### src/rtl/instr_mem_sync.sv
// Synchronous-read instruction memory with self-clear after reset, loader write port and
// stall/flush fetch control. Optional macro INSTR_MEM_FAULT_EN enables misaligned/out-of-range fetch faults.
module instr_mem_sync #(
    parameter int                DATA_W   = 32,
    parameter int                DEPTH    = 32,
    parameter int                ADDR_W   = 32,
    parameter logic [DATA_W-1:0] NOP_WORD = {DATA_W{1'b0}}
) (
    input  logic                     clk_i,
    input  logic                     rst_i,
    input  logic [ADDR_W-1:0]        pc_addr_i,
    input  logic                     rd_en_i,
    input  logic                     stall_i,
    input  logic                     flush_i,
    input  logic                     ld_we_i,
    input  logic [$clog2(DEPTH)-1:0] ld_addr_i,
    input  logic [DATA_W-1:0]        ld_data_i,
    output logic                     ready_o,
    output logic [DATA_W-1:0]        instr_o,
    output logic                     instr_valid_o,
    output logic                     fault_o
);

    localparam int IDX_W = $clog2(DEPTH);

    typedef enum logic [0:0] {
        ST_CLEAR = 1'b0,
        ST_READY = 1'b1
    } state_t;

    state_t              state_r;
    logic [IDX_W-1:0]    clr_cnt_r;
    logic                ready_r;
    logic [DATA_W-1:0]   instr_r;
    logic                valid_r;
    logic                fault_r;

    logic [DATA_W-1:0]   mem_r [DEPTH];
    logic                mem_we_s;
    logic [IDX_W-1:0]    mem_waddr_s;
    logic [DATA_W-1:0]   mem_wdata_s;
    logic [IDX_W-1:0]    idx_s;
    logic [DATA_W-1:0]   rd_word_s;

`ifdef INSTR_MEM_FAULT_EN
    localparam logic [ADDR_W:0] MEM_BYTES = (ADDR_W+1)'(DEPTH * 4);

    function automatic logic fetch_fault(input logic [ADDR_W-1:0] addr);
        return (addr[1:0] != 2'b00) || ({1'b0, addr} >= MEM_BYTES);
    endfunction
`else
    // Upper and low address bits are deliberately ignored: fetches wrap modulo DEPTH*4.
    logic addr_unused_s;
    assign addr_unused_s = ^pc_addr_i;
`endif

    assign idx_s     = pc_addr_i[IDX_W+1:2];
    assign rd_word_s = mem_r[idx_s];

    // Select the single memory write source: clear sweep while clearing, loader once ready.
    always_comb begin
        mem_we_s    = 1'b0;
        mem_waddr_s = clr_cnt_r;
        mem_wdata_s = NOP_WORD;
        case (state_r)
            ST_CLEAR: begin
                mem_we_s    = 1'b1;
                mem_waddr_s = clr_cnt_r;
                mem_wdata_s = NOP_WORD;
            end
            ST_READY: begin
                if (ld_we_i) begin
                    mem_we_s    = 1'b1;
                    mem_waddr_s = ld_addr_i;
                    mem_wdata_s = ld_data_i;
                end else begin
                    mem_we_s    = 1'b0;
                end
            end
            default: begin
                mem_we_s = 1'b0;
            end
        endcase
    end

    // Memory array; the fetch register samples the pre-write word, giving read-before-write.
    always_ff @(posedge clk_i) begin
        if (mem_we_s) begin
            mem_r[mem_waddr_s] <= mem_wdata_s;
        end
    end

    // Clear/ready FSM with registered fetch outputs.
    always_ff @(posedge clk_i or negedge rst_i) begin
        if (!rst_i) begin
            state_r   <= ST_CLEAR;
            clr_cnt_r <= {IDX_W{1'b0}};
            ready_r   <= 1'b0;
            instr_r   <= NOP_WORD;
            valid_r   <= 1'b0;
            fault_r   <= 1'b0;
        end else begin
            case (state_r)
                ST_CLEAR: begin
                    clr_cnt_r <= clr_cnt_r + IDX_W'(1);
                    if (clr_cnt_r == IDX_W'(DEPTH - 1)) begin
                        state_r <= ST_READY;
                        ready_r <= 1'b1;
                    end
                end
                ST_READY: begin
                    if (flush_i) begin
                        instr_r <= NOP_WORD;
                        valid_r <= 1'b0;
                        fault_r <= 1'b0;
                    end else if (stall_i) begin
                        instr_r <= instr_r;
                        valid_r <= valid_r;
                        fault_r <= fault_r;
                    end else if (rd_en_i) begin
`ifdef INSTR_MEM_FAULT_EN
                        if (fetch_fault(pc_addr_i)) begin
                            instr_r <= NOP_WORD;
                            valid_r <= 1'b1;
                            fault_r <= 1'b1;
                        end else begin
                            instr_r <= rd_word_s;
                            valid_r <= 1'b1;
                            fault_r <= 1'b0;
                        end
`else
                        instr_r <= rd_word_s;
                        valid_r <= 1'b1;
                        fault_r <= 1'b0;
`endif
                    end else begin
                        valid_r <= 1'b0;
                        fault_r <= 1'b0;
                    end
                end
                default: begin
                    state_r   <= ST_CLEAR;
                    clr_cnt_r <= {IDX_W{1'b0}};
                    ready_r   <= 1'b0;
                    instr_r   <= NOP_WORD;
                    valid_r   <= 1'b0;
                    fault_r   <= 1'b0;
                end
            endcase
        end
    end

    assign ready_o       = ready_r;
    assign instr_o       = instr_r;
    assign instr_valid_o = valid_r;
    assign fault_o       = fault_r;

endmodule

### config.mk
export PLATFORM = sky130hd
export DESIGN_NAME = instr_mem_sync
export DESIGN_NICKNAME = d
export VERILOG_FILES = /design/src/rtl/instr_mem_sync.sv
export SDC_FILE = /design/constraint.sdc
export NUM_CORES = 1
export LEC_CHECK = 0
export CAP_MARGIN = 40
export CORE_ASPECT_RATIO = 0.6
export CORE_MARGIN = 2
export CORE_UTILIZATION = 40
export CTS_CLUSTER_SIZE = 30
export DETAILED_ROUTE_END_ITERATION = 12
export PLACE_DENSITY = 0.54
export SYNTH_ARGS = -nofsm -noshare
export SYNTH_HDL_FRONTEND = slang
export SYNTH_SLANG_ARGS = --single-unit
### constraint.sdc
create_clock -name clk_i -period 5.39 [get_ports clk_i]
set_input_delay 1.078 -clock clk_i [delete_from_list [all_inputs] [get_ports clk_i]]
set_output_delay 1.078 -clock clk_i [all_outputs]
set_load 0.01 [all_outputs]
### Word-level counts from Yosys, hierarchy flattened

Memories as Yosys holds them, arrays and structs flattened.
Cells that the tools add are included.

* add/sub/neg operators: 1
* bitwise logic cells: 1
* eq/ne operators: 2
* muxes and demuxes: 18
* reduce and logical (&&, ||, !) cells: 4

Operator list (number)
* 32-bit 2-to-1 mux: 4
* 32-bit one-hot mux with 2 select lines: 1
* 1-bit 2-to-1 mux: 10
* 5-bit one-hot mux with 2 select lines: 1
* 5-bit by 1-bit adder with 5-bit output (second input constant): 1
* 5-bit equality test (second input constant): 1
* 5-bit 2-to-1 mux: 1
* 2-bit AND reduction: 2
* 3-bit AND reduction: 1
* 2-bit by 1-bit inequality test with 1-bit output (second input constant): 1
* 1-bit one-hot mux with 2 select lines: 1
* 2-bit nonzero test: 1
* 1-bit NOT: 1

* memories kept: 1
* register bits: 41
* word-level logic and storage cells: 33
* RAM bits: 1024

Memory list
* mem_r: depth 32, width 32, read ports 1, clocked after memory_dff 0, wr ports 1, line 38 `logic [DATA_W-1:0] mem_r [DEPTH];`

### Longest topological paths before layout

Gate-level depths: netlist of run 1.

* word-level depth: 4
* depth in mapped cells: 10

### Worst setup path before layout of run 1

Ideal clock, no wire load.

* path type: input port to flip-flop
* start point: input ld_we_i
* end point: memory mem_r[18][0], enable pin
* data required time: 4.969 ns
* cell stages on the path: 5
* path buffers: 1
* slack: 1.642 ns
* arrival time: 3.327 ns
* setup time: 0.421 ns
* cells stage by stage: clkbuf_1 > nand2_1 > mux2i_1 > nand3_1 > nor2_1

* word-level cells in the longest chain between the ends: 4

RTL lines
* from (decl): line 15 `input logic ld_we_i,`
* 1-bit 2-to-1 mux: line 72 `if (ld_we_i) begin`
* 1-bit one-hot mux with 2 select lines: line 65 `case (state_r)`
* 1-bit 2-to-1 mux: line 88 `if (mem_we_s) begin`
* 1-bit 2-to-1 mux (implied by the code): line 89 `mem_r[mem_waddr_s] <= mem_wdata_s;`
* to (decl): line 38

Parallel ways exist; a longest one is shown, timed or not.

### Final worst setup path of run 1

* start point: input ld_we_i
* end point: memory mem_r[8][15], enable pin

Same word-level chain as after synthesis.

==> flow_summary_export.csv, run 1 <==
group,metric,value,unit
run_status,status,"finished, final reports clean",
finish,post-route-util,46.96,%
die,die_x,420.4,µm
critical_path,rr_startpoint,"state_r",
routing,wire_per_inst,29.12,µm
logic_synthesis,synth_nets,2159,
critical_path,cp_data_arrival_time,4110,ps
sta,fmax,0.2676,GHz
sta,rsz0062_at_grt,"false",
critical_path,reg2reg_slack,2200,ps
finish,final_cells,3747,
logic_synthesis,synth_cells,2082,
critical_path,rr_endpoint,"mem_r[8][15]",
cts,clk_path_buf_depth,3,
logic_synthesis,synth_seq_area_share,76.30,%
grt,grt_busiest_layer,"met1",
cts,clock_latency,700,ps
cts,clock_sinks,1064,
grt,grt.total_usage,20.68,%
critical_path,r2r_cells,5,
routing,viasPerCell,5.622,
critical_path,path_class,"in2reg",
worst_hold_path,min_path_cells,1,
critical_path,worstPathRequired,5760,ps
grt,grtUsageMet3,4.743,%
routing,ant_nets,0,
cts,cts_tree,"done",
grt,use_met1,31.65,%
logic_synthesis,avgSynthCellArea,19.99,µm²
cts,holdBufCountCts,0,
routing,drt_iter0_drc,2352,
routing,drc,0,
die,die_height,253.8,µm
place,io_buffers,81,
sta,relSlewSlack,36.79,%
cts,cts_buffers,97,
sta,finClkSkew,35.56,ps
grt,grt_max_degree,88,
die,io_pins,110,
cts,htreeDepth,3,
grt,first_global_vias,20999,
finish,fin_nets,2348,
logic_synthesis,synth_top_cell_by_area,"edfxtp_1",
logic_synthesis,synth_cell_types,43,
die,core,102900,µm²
cts,cts_root_buffer,"clkbuf_16",
finish,multi_input_area,9413,µm²
grt,grtUsageMet2,29.82,%
logic_synthesis,synth-async-reset-ratio,3.759,%
sta,finalCritPeriodShare,69.33,%
grt,grt_overflow_total,0,
power,power,16.88,mW
sta,fin_setup_tns,0,ps
finish,syn_to_final_growth,16.15,%
routing,drt-total-wl,109100,µm
logic_synthesis,ys_ff_latch,1064,
worst_hold_path,holdCritPathClass,"reg2reg",
power,ir_drop,0.2406,mV
die,std_cell_rows,91,
cts,cts.clk_slew.worst_paths,60,ps
sta,tightest_slew,942.5,ps
grt,antenna_found_initial,1,
logic_synthesis,syn_area,41610,µm²
cts,postCtsSetupBuffers,0,
logic_synthesis,synth_edf_count,1024,
sta,layout_setup_ws,1653,ps
power,power.leakage,17.37,nW
sta,hold_viol_final,0,
place,placed_cells,3566,
critical_path,endpoint_kind,"register",
logic_synthesis,yosys-top-cells-count,"edfxtp_1, mux2i_1, mux4_2",
finish,fill_cells,8535,
worst_hold_path,min_to,"ready_o",
place,gp_congestion,0.8270,
logic_synthesis,synth_area_leaders,"edfxtp_1, mux4_2, mux2i_1",
critical_path,path_max_fanout,15,
logic_synthesis,yosys_warnings,0,
die,die_area,106700,µm²
finish,seqCellArea,31750,µm²
place,pre_cts_ws,978.5,ps
sta,setup_viol,0,
critical_path,cp-start-kind,"primary input",
logic_synthesis,synth.most_common_cell,"edfxtp_1",
routing,vias,21067,
cts,post_cts_resized,0,
logic_synthesis,yosysTopAreaCellShare,73.89,%
die,start_util,40.43,%
sta,min_period,3737,ps
grt,grt_pass1_wl,154600,µm
sta,drv_slew,0,
place,post-dp-hpwl,65480,µm
finish,drive_gt1_share,25.02,%
logic_synthesis,synth_flop_cell,"edfxtp_1",
worst_hold_path,hp-start,"ready_o",
job,drv_cap,0,
routing,drt-pass1-iter-count,5,
power,powerDensity,349.2,nW/µm²
## per-layer routing
metal / up-vias / part of all wire [%] / wire [µm]
li1: 8972 / - / -
met1: 11288 / 47 / 51230
met2: 675 / 43 / 47410
met3: 132 / 7.4 / 8114
met4: 0 / 2.2 / 2362
met5: - / 0 / 0
## worst max-delay path by stage
stage	start	endpoint	slack, ps	cells after the start
floorplan	ld_we_i	mem_r[18][0]	1640	5
global placement	ld_we_i	mem_r[27][0]	890	6
detailed placement	ld_we_i	mem_r[8][11]	980	6
CTS	ld_we_i	mem_r[8][15]	1730	6
global route	ld_we_i	mem_r[21][26]	1630	6
finish	ld_we_i	mem_r[8][15]	1650	6
## cell type report
type / count / share of cell area, %
multi-input cells: 887 / 19.47
repair buffers: 219 / 4.768
clock inverters: 41 / 0.7895
well taps: 1395 / 3.611
diodes: 2 / 0.01035
flip-flops and latches: 1064 / 65.68
clock buffers: 137 / 5.648
inverters: 2 / 0.01553
## cell usage in the layout (no fill, tap or decap), types with 40 or more instances in the layout
| cell type | instances |
|---|---|
| clkdlybuf4s50_1 | 75 |
| dfrtp_1 | 40 |
| a22oi_1 | 66 |
| mux4_2 | 128 |
| clkbuf_16 | 99 |
| edfxtp_1 | 1024 |
| mux2_2 | 89 |
| buf_4 | 98 |
| a21oi_1 | 95 |
| mux2i_1 | 198 |
## power breakdown
part | leakage (nW) | internal (mW) | switching (mW)
Clock | 1.53 | 3.78 | 3.02
Sequential | 11.1 | 9.09 | 0.0198
Combinational | 4.72 | 0.352 | 0.616
Total | 17.4 | 13.2 | 3.65
## per-stage QoR
step	hold slack, ps	area, µm²
floorplan	474.2	41610
detailed placement	460.4	45220
global route	508.2	48330
global placement	449.6	44680
finish	470.9	48340
CTS	474.7	48330
## state kept, by name, summed over array words and instances, names as in the netlist
name / flops
state_r: 1
mem_r: 1024
clr_cnt_r: 5
instr_valid_o: 1
instr_o: 32
ready_o: 1
## cell families after synthesis
family / synth area share (%)
buffers and inverters: 1.810
multiplexers: 14.46
flip-flops: 76.30
AND/OR/NAND/NOR: 1.972
XOR/XNOR: 0.06315
AO/OA/AOI/OAI: 5.331
adder cells (fa/ha/maj): 0.06012
other: 0.009011
## critical path, stage by stage
cell	delay, ps
clkdlybuf4s50_1	740
nand2_1	290
mux2i_1	380
nand3_1	410
nor2_4	770
buf_4	420
(Power assumes the default switching activity.)
==> run 2, diff against run 1 <==
==> constraint.sdc (replaced) <==
create_clock -name clk_i -period 3.6 [get_ports clk_i]
set_input_delay 0.72 -clock clk_i [delete_from_list [all_inputs] [get_ports clk_i]]
set_output_delay 0.72 -clock clk_i [all_outputs]
set_load 0.01 [all_outputs]
==> flow_summary_export.csv, run 2 <==
group,metric,value,unit
logic_synthesis,synthAdderAreaFrac,0.06013,%
logic_synthesis,synth_nets,2159,
logic_synthesis,avgSynthCellArea,19.99,µm²
die,start_util,40.43,%
logic_synthesis,yosys_warnings,0,
grt,grt.total_usage,20.95,%
run_status,status,"stopped before the end",
grt,first_global_vias,21108,
grt,grt_pass1_wl,157000,µm
grt,grt_max_degree,48,
logic_synthesis,ys_ff_latch,1064,
place,io_buffers,81,
cts,postCtsSetupBuffers,0,
logic_synthesis,synth_mux_area_share,14.46,%
logic_synthesis,synth-async-reset-ratio,3.759,%
logic_synthesis,synth_flop_cell,"edfxtp_1",
cts,clock_sinks,1064,
die,die_x,420.4,µm
die,io_pins,110,
place,post-dp-hpwl,66510,µm
die,die_height,253.8,µm
logic_synthesis,synth_edf_count,1024,
die,std_cell_rows,91,
logic_synthesis,synth_top_cell_by_area,"edfxtp_1",
cts,htreeDepth,3,
run_status,failing_step,"detailed routing (5_2_route)",
logic_synthesis,synth_area_leaders,"edfxtp_1, mux4_2, mux2i_1",
cts,cts_root_buffer,"clkbuf_16",
run_status,firstError,"Error: net428 15 pin not visited #guides = 211",
cts,cts_buffers,97,
cts,clk_path_buf_depth,3,
logic_synthesis,synth_top_family_by_area,"multiplexers",
logic_synthesis,yosysTopAreaCellShare,73.89,%
logic_synthesis,synth_xor_xnor_area_share,0.06314,%
logic_synthesis,syn_area,41610,µm²
grt,antenna_found_initial,1,
place,place_area,45540,µm²
logic_synthesis,synth_compound_area_share,5.331,%
logic_synthesis,synth_cell_types,43,
logic_synthesis,synth_cells,2082,
grt,grt_overflow_total,0,
logic_synthesis,yosys-top-cells-count,"edfxtp_1, mux2i_1, mux4_2",
place,gp_congestion,0.7757,
logic_synthesis,synth_seq_area_share,76.30,%
logic_synthesis,synth-simple-area-share,1.972,%
logic_synthesis,synth.most_common_cell,"edfxtp_1",
[run 2: cell counts after synthesis]
Identical to the previous run, type by type.
[run 2: cell families after synthesis]
| group | count (synthesis) |
|---|---|
| xor gates and xnor gates | 3 |
| and+or+nand+nor | 163 |
| other | 1 |
| muxes | 425 |
| adders and majority gates | 2 |
| AOI/OAI and AO/OA | 293 |
| buffers and inverters | 131 |
| DFF | 1064 |
[run 2: per-layer routing]
metal / global-route usage, %
met3: 3.058
met1: 32.98
met4: 4.383
met5: 0
met2: 30.87
[run 2: through the flow]
step           hold slack (ps)  cells  util [%]  setup WS (ps)
3_3_place_gp             456.1   3593     44.16          153.9
4_1_cts                  417.6   3779     47.18          879.5
5_1_grt                  434.0   3779     47.18          653.3
2_1_floorplan            424.4   2082         -          209.5
3_5_place_dp             459.5   3599     44.24          160.5
[run 2: repair_timing]
| action | in CTS | in global routing |
|---|---|---|
| hold buffers | 1 | 0 |
| hold endpoints to repair | 8 | 0 |
| resized for setup | 0 | 0 |
==> run 3, diff against run 2 <==
--- a/config.mk
+++ b/config.mk
@@ -6,12 +6,10 @@
 export NUM_CORES = 1
 export LEC_CHECK = 0
 export CAP_MARGIN = 40
-export CORE_ASPECT_RATIO = 0.6
 export CORE_MARGIN = 2
-export CORE_UTILIZATION = 40
-export CTS_CLUSTER_SIZE = 30
+export CORE_UTILIZATION = 25
 export DETAILED_ROUTE_END_ITERATION = 12
-export PLACE_DENSITY = 0.54
+export PLACE_DENSITY_LB_ADDON = 0.15
 export SYNTH_ARGS = -nofsm -noshare
 export SYNTH_HDL_FRONTEND = slang
 export SYNTH_SLANG_ARGS = --single-unit
==> flow_summary_export.csv, run 3 (synthesized netlist as in run 1, its figures left out) <==
group,metric,value,unit
run_status,status,"finished, final reports clean",
finish,fin_nets,2391,
sta,hold_viol_final,0,
die,die_x,412.0,µm
grt,grt_busiest_layer,"met2",
cts,holdBufCountCts,1,
place,io_buffers,81,
routing,drt-total-wl,122000,µm
die,start_util,25.19,%
routing,drc,0,
cts,clk_path_buf_depth,3,
die,die_height,412.0,µm
critical_path,cp-start-kind,"register",
cts,htreeDepth,3,
critical_path,path_max_fanout,24,
critical_path,cp_cell_sequence,"nand2_1, mux2i_1, nand3_1, nor2_4, buf_4",
power,powerDensity,533.9,nW/µm²
job,drv_cap,0,
cts,cts_buffers,119,
finish,drive_gt1_share,26.12,%
die,std_cell_rows,149,
routing,drt_iter0_drc,1586,
routing,wire_per_inst,26.48,µm
sta,relSlewSlack,42.29,%
die,die_area,169700,µm²
sta,fin_setup_tns,0,ps
cts,clock_sinks,1064,
finish,final_common_cell,"edfxtp_1",
cts,cts.clk_slew.worst_paths,50,ps
grt,grt_pass1_wl,170600,µm
sta,finClkSkew,27.43,ps
critical_path,cp_slowest_stage_delay,540,ps
die,core,165200,µm²
power,ir_drop,0.3364,mV
critical_path,cp_slowest_cell,"buf_4",
finish,fill_cells,16150,
cts,cts_tree,"done",
grt,antenna_found_initial,6,
routing,vias,20876,
cts,cts_root_buffer,"clkbuf_16",
power,power.leakage,17.74,nW
cts,clock_latency,730,ps
place,post-dp-hpwl,69260,µm
finish,largest_register,"mem_r",
grt,grt_max_degree,65,
grt,grt.total_usage,14.32,%
grt,use_met1,18.88,%
finish,largest_register_ff_count,1024,
critical_path,path_class,"reg2reg",
sta,hold_slack,462.9,ps
worst_hold_path,holdCritPathClass,"reg2reg",
critical_path,cp_data_arrival_time,3080,ps
grt,first_global_vias,22006,
sta,drv_slew,0,
critical_path,worstPathRequired,3950,ps
die,io_pins,110,
finish,layout_common_cells,"edfxtp_1, mux2i_1, mux4_2, buf_4, clkbuf_16",
finish,syn_to_final_growth,20.35,%
grt,grtUsageMet2,24.47,%
sta,setup_viol,0,
cts,postCtsSetupBuffers,0,
sta,rsz0062_at_grt,"false",
sta,finalCritPeriodShare,75.97,%
routing,viasPerCell,4.532,
grt,grtUsageMet3,1.884,%
cts,post_cts_resized,0,
sta,fmax,0.3656,GHz
grt,grt_overflow_total,0,
critical_path,endpoint_kind,"register",
place,gp_congestion,0.7083,
routing,drt-pass1-iter-count,5,
routing,ant_nets,0,
sta,tightest_slew,865.6,ps
sta,min_period,2735,ps
## run 3: critical path: cells and delay by family (launching register included)
family | cells | cell delay (ps)
simple gates | 3 | 880
flops | 1 | 520
mux | 1 | 380
buf+inv | 1 | 540
## run 3: layer usage
layer / share of wire (%) / vias up
met1: 44 / 11232
met2: 50 / 411
li1: - / 9078
met3: 3.6 / 155
met5: 0 / -
met4: 2.4 / 0
## run 3: layout make-up
type                            instances  area (µm²)  share of cell area [%]
Clock buffer                          158        3164                   6.318
Timing Repair Buffer                  240        2435                   4.862
Tap cell                             2189        2739                   5.469
Sequential cell                      1064       31750                   63.40
Inverter                                2       7.507                 0.01499
Antenna cell                            1       2.502                0.004997
Multi-Input combinational cell        887        9413                   18.79
Clock inverter                         65       570.5                   1.139
## run 3: power by group
group	total (mW)	leakage, nW	switching, mW	internal, mW
Sequential	13.7	11.1	0.0294	13.6
Combinational	1.42	4.79	0.895	0.528
Clock	11.7	1.82	4.93	6.73
## run 3: worst paths after layout
path                          from          end  slack, ps  depth (start not counted)
max                        state_r  mem_r[4][9]        870                          5
min                        ready_o      ready_o        460                          1
max reg2reg                state_r  mem_r[4][9]        870                          5
min reg2reg                ready_o      ready_o        460                          1
max in group asynchronous    rst_i      state_r       2140                          4
min in group asynchronous    rst_i  instr_o[13]        530                          2
## run 3: stage by stage
step / power, mW / cells / worst slack, ps / util, % / instance area, µm²
after floorplan: 14.70 / 2082 / 209.5 / - / 41610
after global placement: 15.33 / 4374 / 528.6 / 27.99 / 46230
after detailed placement: 15.37 / 4381 / 506.3 / 28.05 / 46340
after global routing: 27.66 / 4605 / 706.7 / 30.32 / 50080
after CTS: 27.13 / 4605 / 833.7 / 30.32 / 50080
final: 26.74 / 4606 / 865.1 / 30.32 / 50080
